### src/rtl/vga_pixel_queue_if.sv
// ============================================================================
// Module      : vga_pixel_queue_if
// Description : Pixel-stream input and framebuffer write port of vga_pixel_queue
// Revision    : 1.0  initial release
// ============================================================================
`default_nettype none

interface vga_pixel_queue_if;
  logic [7:0]  vga_x;
  logic [6:0]  vga_y;
  logic [2:0]  vga_colour;
  logic        vga_plot;
  logic        fb_ready;
  logic [14:0] fb_addr;
  logic [2:0]  fb_data;
  logic        fb_we;

  // master: drawing muxer plus framebuffer side; slave: the queue itself
  modport master (
    output vga_x, vga_y, vga_colour, vga_plot, fb_ready,
    input  fb_addr, fb_data, fb_we
  );

  modport slave (
    input  vga_x, vga_y, vga_colour, vga_plot, fb_ready,
    output fb_addr, fb_data, fb_we
  );
endinterface

`default_nettype wire

### src/rtl/vga_pixel_queue.sv
// ============================================================================
// Module      : vga_pixel_queue
// Description : Buffers the plot stream in a FIFO and drains it into the
//               160x120 framebuffer; optional clipping via VGA_PIXEL_QUEUE_CLIP_EN
// Revision    : 1.0  initial release
// ============================================================================
`default_nettype none

module vga_pixel_queue #(
  parameter int DEPTH = 16,
  parameter int AW    = 4
) (
  input  wire logic       CLOCK_50,
  input  wire logic       Reset,
  vga_pixel_queue_if.slave bus,
  input  wire logic       clr_status,
  output logic            busy,
  output logic            overflow,
  output logic [7:0]      drop_count
);

  localparam logic [AW:0] FULL_CNT = (AW + 1)'(DEPTH);

  typedef enum logic [0:0] {
    IDLE  = 1'b0,
    WRITE = 1'b1
  } state_t;

  state_t        state;
  logic [17:0]   mem [DEPTH];
  logic [AW-1:0] wr_ptr;
  logic [AW-1:0] rd_ptr;
  logic [AW:0]   count;

  logic [14:0]   pix_addr;
  logic          in_range;
  logic          push_req;
  logic          pop;
  logic          push;
  logic          drop;
  logic          fifo_full;
  logic          fifo_empty;
  logic [17:0]   head;

  // y*160 + x as two shifts and an add; the operands never exceed 15 bits
  assign pix_addr = {1'b0, bus.vga_y, 7'b0} + {3'b0, bus.vga_y, 5'b0} + {7'b0, bus.vga_x};

`ifdef VGA_PIXEL_QUEUE_CLIP_EN
  assign in_range = (bus.vga_x < 8'd160) && (bus.vga_y < 7'd120);
`else
  assign in_range = 1'b1;
`endif

  assign fifo_full  = (count == FULL_CNT);
  assign fifo_empty = (count == '0);
  assign head       = mem[rd_ptr];

  // Pop uses the registered count, so a pixel pushed into an empty FIFO
  // waits one edge before it can be loaded.
  assign pop      = !fifo_empty && ((state == IDLE) || bus.fb_ready);
  assign push_req = bus.vga_plot && in_range;
  assign push     = push_req && (!fifo_full || pop);
  assign drop     = push_req && fifo_full && !pop;

  assign busy = !fifo_empty || (state == WRITE);

  always_ff @(posedge CLOCK_50) begin
    if (push) begin
      mem[wr_ptr] <= {pix_addr, bus.vga_colour};
    end
  end

  always_ff @(posedge CLOCK_50 or negedge Reset) begin
    if (!Reset) begin
      wr_ptr <= '0;
      rd_ptr <= '0;
      count  <= '0;
    end else begin
      if (push) begin
        wr_ptr <= wr_ptr + 1'b1;
      end
      if (pop) begin
        rd_ptr <= rd_ptr + 1'b1;
      end
      case ({push, pop})
        2'b10:   count <= count + 1'b1;
        2'b01:   count <= count - 1'b1;
        default: count <= count;
      endcase
    end
  end

  always_ff @(posedge CLOCK_50 or negedge Reset) begin
    if (!Reset) begin
      state       <= IDLE;
      bus.fb_we   <= 1'b0;
      bus.fb_addr <= '0;
      bus.fb_data <= '0;
    end else begin
      case (state)
        IDLE: begin
          if (!fifo_empty) begin
            bus.fb_addr <= head[17:3];
            bus.fb_data <= head[2:0];
            bus.fb_we   <= 1'b1;
            state       <= WRITE;
          end
        end
        WRITE: begin
          if (bus.fb_ready) begin
            if (!fifo_empty) begin
              bus.fb_addr <= head[17:3];
              bus.fb_data <= head[2:0];
            end else begin
              bus.fb_we <= 1'b0;
              state     <= IDLE;
            end
          end
        end
        default: begin
          state     <= IDLE;
          bus.fb_we <= 1'b0;
        end
      endcase
    end
  end

  // A drop on the same edge as a clear wins and restarts the count at one
  always_ff @(posedge CLOCK_50 or negedge Reset) begin
    if (!Reset) begin
      overflow   <= 1'b0;
      drop_count <= '0;
    end else if (drop) begin
      overflow <= 1'b1;
      if (clr_status) begin
        drop_count <= 8'd1;
      end else if (drop_count != 8'hFF) begin
        drop_count <= drop_count + 8'd1;
      end
    end else if (clr_status) begin
      overflow   <= 1'b0;
      drop_count <= '0;
    end
  end

endmodule

`default_nettype wire

### src/flat_wrapper.sv
// flat-port wrapper written by rule: the top's interface ports become plain ports
module vga_pixel_queue_flat 
#(
  parameter int DEPTH = 16,
  parameter int AW    = 4
)
  (CLOCK_50, Reset, clr_status, busy, overflow, drop_count, bus_vga_x, bus_vga_y, bus_vga_colour, bus_vga_plot, bus_fb_ready, bus_fb_addr, bus_fb_data, bus_fb_we);
  vga_pixel_queue_if bus_i ();
  input  wire logic CLOCK_50;
  input  wire logic Reset;
  input  wire logic clr_status;
  output logic busy;
  output logic overflow;
  output logic [7:0] drop_count;
  input wire logic [$bits(bus_i.vga_x)-1:0] bus_vga_x;
  input wire logic [$bits(bus_i.vga_y)-1:0] bus_vga_y;
  input wire logic [$bits(bus_i.vga_colour)-1:0] bus_vga_colour;
  input wire logic [$bits(bus_i.vga_plot)-1:0] bus_vga_plot;
  input wire logic [$bits(bus_i.fb_ready)-1:0] bus_fb_ready;
  output wire logic [$bits(bus_i.fb_addr)-1:0] bus_fb_addr;
  output wire logic [$bits(bus_i.fb_data)-1:0] bus_fb_data;
  output wire logic [$bits(bus_i.fb_we)-1:0] bus_fb_we;
  assign bus_i.vga_x = bus_vga_x;
  assign bus_i.vga_y = bus_vga_y;
  assign bus_i.vga_colour = bus_vga_colour;
  assign bus_i.vga_plot = bus_vga_plot;
  assign bus_i.fb_ready = bus_fb_ready;
  assign bus_fb_addr = bus_i.fb_addr;
  assign bus_fb_data = bus_i.fb_data;
  assign bus_fb_we = bus_i.fb_we;
  vga_pixel_queue #(.DEPTH(DEPTH), .AW(AW)) u_core (.CLOCK_50(CLOCK_50), .Reset(Reset), .bus(bus_i), .clr_status(clr_status), .busy(busy), .overflow(overflow), .drop_count(drop_count));
endmodule
### config.mk
export PLATFORM = sky130hd
export DESIGN_NAME = vga_pixel_queue_flat
export DESIGN_NICKNAME = d
export VERILOG_FILES = /design/src/rtl/vga_pixel_queue_if.sv /design/src/rtl/vga_pixel_queue.sv /design/src/flat_wrapper.sv
export SDC_FILE = /design/constraint.sdc
export NUM_CORES = 1
export LEC_CHECK = 0
export CELL_PAD_IN_SITES_DETAIL_PLACEMENT = 1
export CELL_PAD_IN_SITES_GLOBAL_PLACEMENT = 1
export CORE_UTILIZATION = 57
export DETAILED_ROUTE_END_ITERATION = 12
export PLACE_DENSITY = 0.9
export SLEW_MARGIN = 30
export SYNTH_ARGS = -nofsm -noshare
export SYNTH_HDL_FRONTEND = slang
export SYNTH_SLANG_ARGS = --single-unit
### constraint.sdc
create_clock -name CLOCK_50 -period 5.45 [get_ports CLOCK_50]
set_input_delay 1.635 -clock CLOCK_50 [delete_from_list [all_inputs] [get_ports CLOCK_50]]
set_output_delay 1.635 -clock CLOCK_50 [all_outputs]
set_load 0.005 [all_outputs]
# Yosys cells after proc, flatten, opt, wreduce, memory -nomap -nowiden

Memory sizes are Yosys's and may differ from the RTL's.
Index checks and enable logic that the tools add are counted.

Bits in registers: 42
Latch bits: 0
RAM bits: 288
ROM bits: 0
Input port bits: 23
Memories kept: 1

Memory list:

| memory     | words | width | read ports | clocked after Yosys merged registers in | wr ports | RTL line              | RTL |
|---|---|---|---|---|---|---|---|
| u_core.mem | 16    | 18    | 1          | 0                                       | 1        | vga_pixel_queue.sv:30 | `logic [17:0] mem [DEPTH];` |

Add/sub/neg operators: 7
Multipliers: 0
Div/mod/pow operators: 0
Magnitude comparators: 0
Equal/unequal tests: 7
Shift-type cells: 0
Mux-type cells: 22
Bitwise operators: 1
Reductions and logical operators: 16

Operators by type and width:

| cell                  | count |
|---|---|
| $mux W8               | 4 |
| $mux W15              | 2 |
| $pmux W15 S2          | 1 |
| $add A14 B12 Y15      | 1 |
| $add A15 B8 Y15       | 1 |
| $pmux W5 S2           | 1 |
| $mux W1               | 9 |
| $add A4 B1 Y4 const B | 2 |
| $add A8 B1 Y8 const B | 1 |
| $ne A8 B8 Y1 const B  | 1 |
| $mux W3               | 2 |
| $ne A2 B2 Y1 const B  | 3 |
| $pmux W3 S2           | 1 |
| $reduce_bool A2 Y1    | 3 |
| $add A5 B1 Y5 const B | 1 |
| $eq A5 B5 Y1 const B  | 1 |
| $logic_not A5 Y1      | 1 |
| $sub A5 B1 Y5 const B | 1 |
| $logic_and A1 B1 Y1   | 4 |
| $pmux W1 S2           | 2 |
| $logic_not A1 Y1      | 3 |
| $logic_or A1 B1 Y1    | 3 |
| $reduce_and A3 Y1     | 1 |
| $eq A2 B1 Y1 const B  | 1 |
| other kinds (3)       | 3 |

# Depth between registers and ports, before layout

Depth after elaboration: 7
Depth in mapped cells: 9
Gate-level depth less buffers: 8

# Least setup slack after synthesis

OpenSTA, ideal clock, no wires.

Path kind: input to register
Start point: input bus_vga_plot
End point: memory u_core.mem[3][0] (enable)
Setup time: 416 ps
Arrival: 3668 ps
Required time: 5034 ps
Slack: 1367 ps
Cell stages on the path: 4
Buffers on the path: 0
Path through: inv_1 -> a31oi_1 -> nand2_1 -> nor3_1

Word-level cells in the longest chain between the ends: 3

RTL lines:

| what                          | RTL line              | RTL |
|---|---|---|
| from (decl)                   | flat_wrapper.sv:18    | `input wire logic [$bits(bus_i.vga_plot)-1:0] bus_vga_plot;` |
| $logic_and A1 B1 Y1           | vga_pixel_queue.sv:62 | `assign push = push_req && (!fifo_full \|\| pop);` |
| $mux W1                       | vga_pixel_queue.sv:68 | `if (push) begin` |
| $mux W1 (not written as such) | vga_pixel_queue.sv:69 | `mem[wr_ptr] <= {pix_addr, bus.vga_colour};` |
| to (decl)                     | vga_pixel_queue.sv:30 |  |

Every way passes these cells.

# Worst setup path in the final report

Start point: input bus_vga_y[0]
End point: memory u_core.mem[15][15] (data pin)

Word-level cells in the longest chain between the ends: 2

RTL lines:

| what                    | RTL line              | RTL |
|---|---|---|
| from (decl)             | flat_wrapper.sv:16    | `input wire logic [$bits(bus_i.vga_y)-1:0] bus_vga_y;` |
| $add A14 B12 Y15        | vga_pixel_queue.sv:46 | `assign pix_addr = {1'b0, bus.vga_y, 7'b0} + {3'b0, bus.vga_y, 5'b0} + {7'b0, bus.vga_x};` |
| $add A15 B8 Y15         | vga_pixel_queue.sv:46 |  |
| net u_core.pix_addr[12] | vga_pixel_queue.sv:35 | `logic [14:0] pix_addr;` |

The timed path passes the listed nets, and every way through them passes these cells.

==> summary.md <==
| Metric | Value |
|---|---|
| Synthesized instance count | `706` |
| Relative slew slack | `41.3%` |
| Routed vias | `7678` |
| Switching pwr | `0.00255 W` |
| Sw frac | `31.5%` |
| Largest net degree at the start of global routing | `52` |
| Final antenna-violating net count | `0` |
| Starting density of the core | `58.7%` |
| Clk sinks | `330` |
| Synth Net Count | `753` |
| Top Ports | `52` |
| Clk_lat worst skew | `0.52 ns` |
| Leak | `5.23 nW` |
| RSZ-0062 raised after global routing | `false` |
| Syn Std Cell Area | `0.0134 mm2` |
| Combinational Power Share | `28.3%` |
| Setup tns final | `0 ns` |
| Crit. End Element | `register` |
| Buf/Inv on CP | `3` |
| Critical path's slowest cell | `fa_1` |
| Gr ovfl total | `0` |
| Pwr Density | `520 mW/mm2` |
| Worst path top cell family by delay | `adder cells` |
| CP arrival | `4.51 ns` |
| CP startpoint kind | `input port` |
| Post-placement cell area | `0.0145 mm2` |
| # fillers | `1878` |
| Unique cell type count in the Yosys netlist | `59` |
| DIE AREA | `0.0241 mm2` |
| Area Overhead vs Synth | `16.1%` |
| Final Wtd Congestion | `0.858` |
| All-layer global routing usage | `31.9%` |
| Slack of the critical path | `1.03 ns` |
| Post-synth EDFFs | `288` |
| # Max-Cap Violations | `0` |
| Post-DP HPWL | `20700 um` |
| Final Max Slew Viols | `0` |
| Sequential group share of total power | `44.0%` |
| Max Root-Sink Buffers | `3` |
| Clock tree from TritonCTS | `built` |
| Post-layout util | `68.1%` |
| DR iter-0 viols | `945` |
| Design area | `0.0156 mm2` |
| Final Hold Vio Count | `0` |
| First-pass GRT wire length | `54100 um` |
| Final cycle utilization of the critical path | `81.1%` |
| First drt pass iteration count | `5` |
| Final Setup Violations | `0` |
| Core outline area | `0.0228 mm2` |
| CTS root buf | `clkbuf_16` |
| Status | `completed` |
| FF+latch count, synth | `330` |
| Slowest cell delay on critical path | `0.54 ns` |
| Detailed Route WL | `36800 um` |
| Clock power frac | `27.7%` |
| CP Cell Sequence | `clkdlybuf4s50_1 -> inv_1 -> fa_1 -> inv_1 -> fa_1 -> a21o_1 -> a21oi_1 -> nand3b_1 -> nand3_1` |
| Remaining DRCs | `0` |
| # diodes | `0` |
| Hold Crit Class | `register to register` |
| Post-CTS sizing | `0` |
| Fmax achieved | `226 MHz` |
| Crit path kind | `input port to register` |
| Yosys warnings | `0` |
| Worst-Margin Slew | `0.877 ns` |
| Number of port buffers | `51` |
| Final Power | `0.00809 W` |
| DR WL/cell | `32.5 um` |
| Post-CTS Setup Repair Bufs | `0` |
| Worst EP required | `5.54 ns` |
| H-tree Lvls | `2` |
| CP max FO | `16` |
| Peak VDD IR | `339 uV` |
| Std cell rows | `55` |
| Commonest non-fill, non-tap cells in the layout | `edfxtp_1 (288), mux4_2 (72), clkdlybuf4s50_1 (50), dfrtp_1 (39)` |
| Period minus WS final | `4.42 ns` |
| # hold bufs at CTS | `0` |
| Layout cell share with drive strength beyond 1 | `25.4%` |
| Setup Skew | `0.0248 ns` |
| Vias in the first global route | `8124` |
| Post-synth top flop | `edfxtp_1` |
| Die Y-Extent | `155 um` |
| Layout Nets | `841` |
| Initial antenna violation count | `1` |
| Synthesized area per cell | `19.0 um2` |
| Sequential area share after synthesis | `72.4%` |
| Async S/R FF share, synth | `12.7%` |
| Most common cell after layout, fill and taps aside | `edfxtp_1` |
| CTS Buf Count | `34` |
| Worst slack at placement | `0.592 ns` |
| Int Pwr | `0.00554 W` |
| Via density | `6.78` |
| Die width | `155 um` |
| Clk slew on worst S/H paths | `0.06 ns` |
## logic make-up (layout without fill, tap and decap cells)
kind of cell	Yosys count	count (layout)	share of synthesized area [%]
simple gates	93	93	3.75
fa+ha+maj	24	24	2.35
flops	330	330	72.4
mux	95	95	14.0
xor+xnor	14	14	0.915
buf+inv	52	165	1.70
compound gates	98	98	4.88
## synth_stat cells (2+ instances only)
master      n  area, um2
edfxtp_1  288       8650
mux4_2     72       1620
dfrtp_1    42       1050
a21oi_1    28        140
ha_1       22        275
nor2_1     22       82.6
nor2b_1    21        131
a211oi_1   19        143
mux2_2     19        214
o22ai_1    18        113
inv_1      16       60.1
buf_2      14       70.1
clkbuf_1   14       52.6
nand2_1    14       52.6
nor3_1     12       60.1
xnor2_1    12        105
o21ai_0     8       40.0
buf_1       4       15.0
nand3_1     4       20.0
nand4_1     4       25.0
a21o_1      3       22.5
nand2b_1    3       18.8
o31ai_1     3       22.5
or4_1       3       22.5
a31oi_1     2       12.5
buf_4       2       15.0
fa_1        2       40.0
mux2i_1     2       20.0
or3_1       2       12.5
xor2_1      2       17.5
## cell type report
class / instances / area, um2 / area share, %
Sequential cell: 330 / 9710 / 62.4
Multi-Input combinational cell: 324 / 3560 / 22.9
Clock buffer: 44 / 940 / 6.04
Timing Repair Buffer: 87 / 796 / 5.11
Tap cell: 313 / 392 / 2.52
Clock inverter: 17 / 108 / 0.691
Inverter: 17 / 63.8 / 0.410
## worst reg2reg max path, cell delays in order (launching register included)
cell and delay, ns:
dfrtp_1 0.50, nor4_2 0.14, a31oi_1 0.74, nand2_1 0.40, nor2_2 0.65, buf_4 0.31
## through the flow
step           hold slack (ns)  cells
2_1_floorplan            0.477    706
3_3_place_gp             0.465   1069
3_5_place_dp             0.492   1069
4_1_cts                  0.504   1130
5_1_grt                  0.546   1132
6_report                 0.500   1132
## power groups by stage
stage               registers [W]  logic [W]  clock network [W]
floorplan                 0.00333    0.00159                  0
global placement          0.00361    0.00196                  0
detailed placement        0.00365    0.00210                  0
CTS                       0.00362    0.00219            0.00225
global route              0.00359    0.00241            0.00233
finish                    0.00356    0.00229            0.00224
## routing by layer
layer  vias to the layer above  share of wire (%)  track usage, %
li1                       3039                  -               -
met1                      4025                 37            42.3
met2                       500                 51            52.6
met3                       112                7.7            5.18
met4                         2                4.3            14.3
met5                         -              0.035               0
## sequential cells by signal, indices dropped and copies added, names as in the netlist
register / flops
u_core.mem: 288
u_core.bus.fb_addr: 15
u_core.drop_count: 8
u_core.count: 5
u_core.rd_ptr: 4
u_core.wr_ptr: 4
u_core.bus.fb_data: 3
u_core.bus.fb_we: 1
u_core.overflow: 1
u_core.state: 1
## final timing paths
| kind | startpoint | slack (ns) | to | depth (start not counted) |
|---|---|---|---|---|
| max | bus_vga_y[0] | 1.03 | u_core.mem[15][15] | 9 |
| min | u_core.overflow | 0.50 | u_core.overflow | 1 |
| max reg2reg | u_core.count[1] | 2.43 | u_core.mem[11][7] | 5 |
| min reg2reg | u_core.overflow | 0.50 | u_core.overflow | 1 |
| max in group asynchronous | Reset | 3.44 | u_core.rd_ptr[2] | 2 |
| min in group asynchronous | Reset | 1.14 | u_core.bus.fb_addr[6] | 1 |
(Power assumes the default switching activity.)
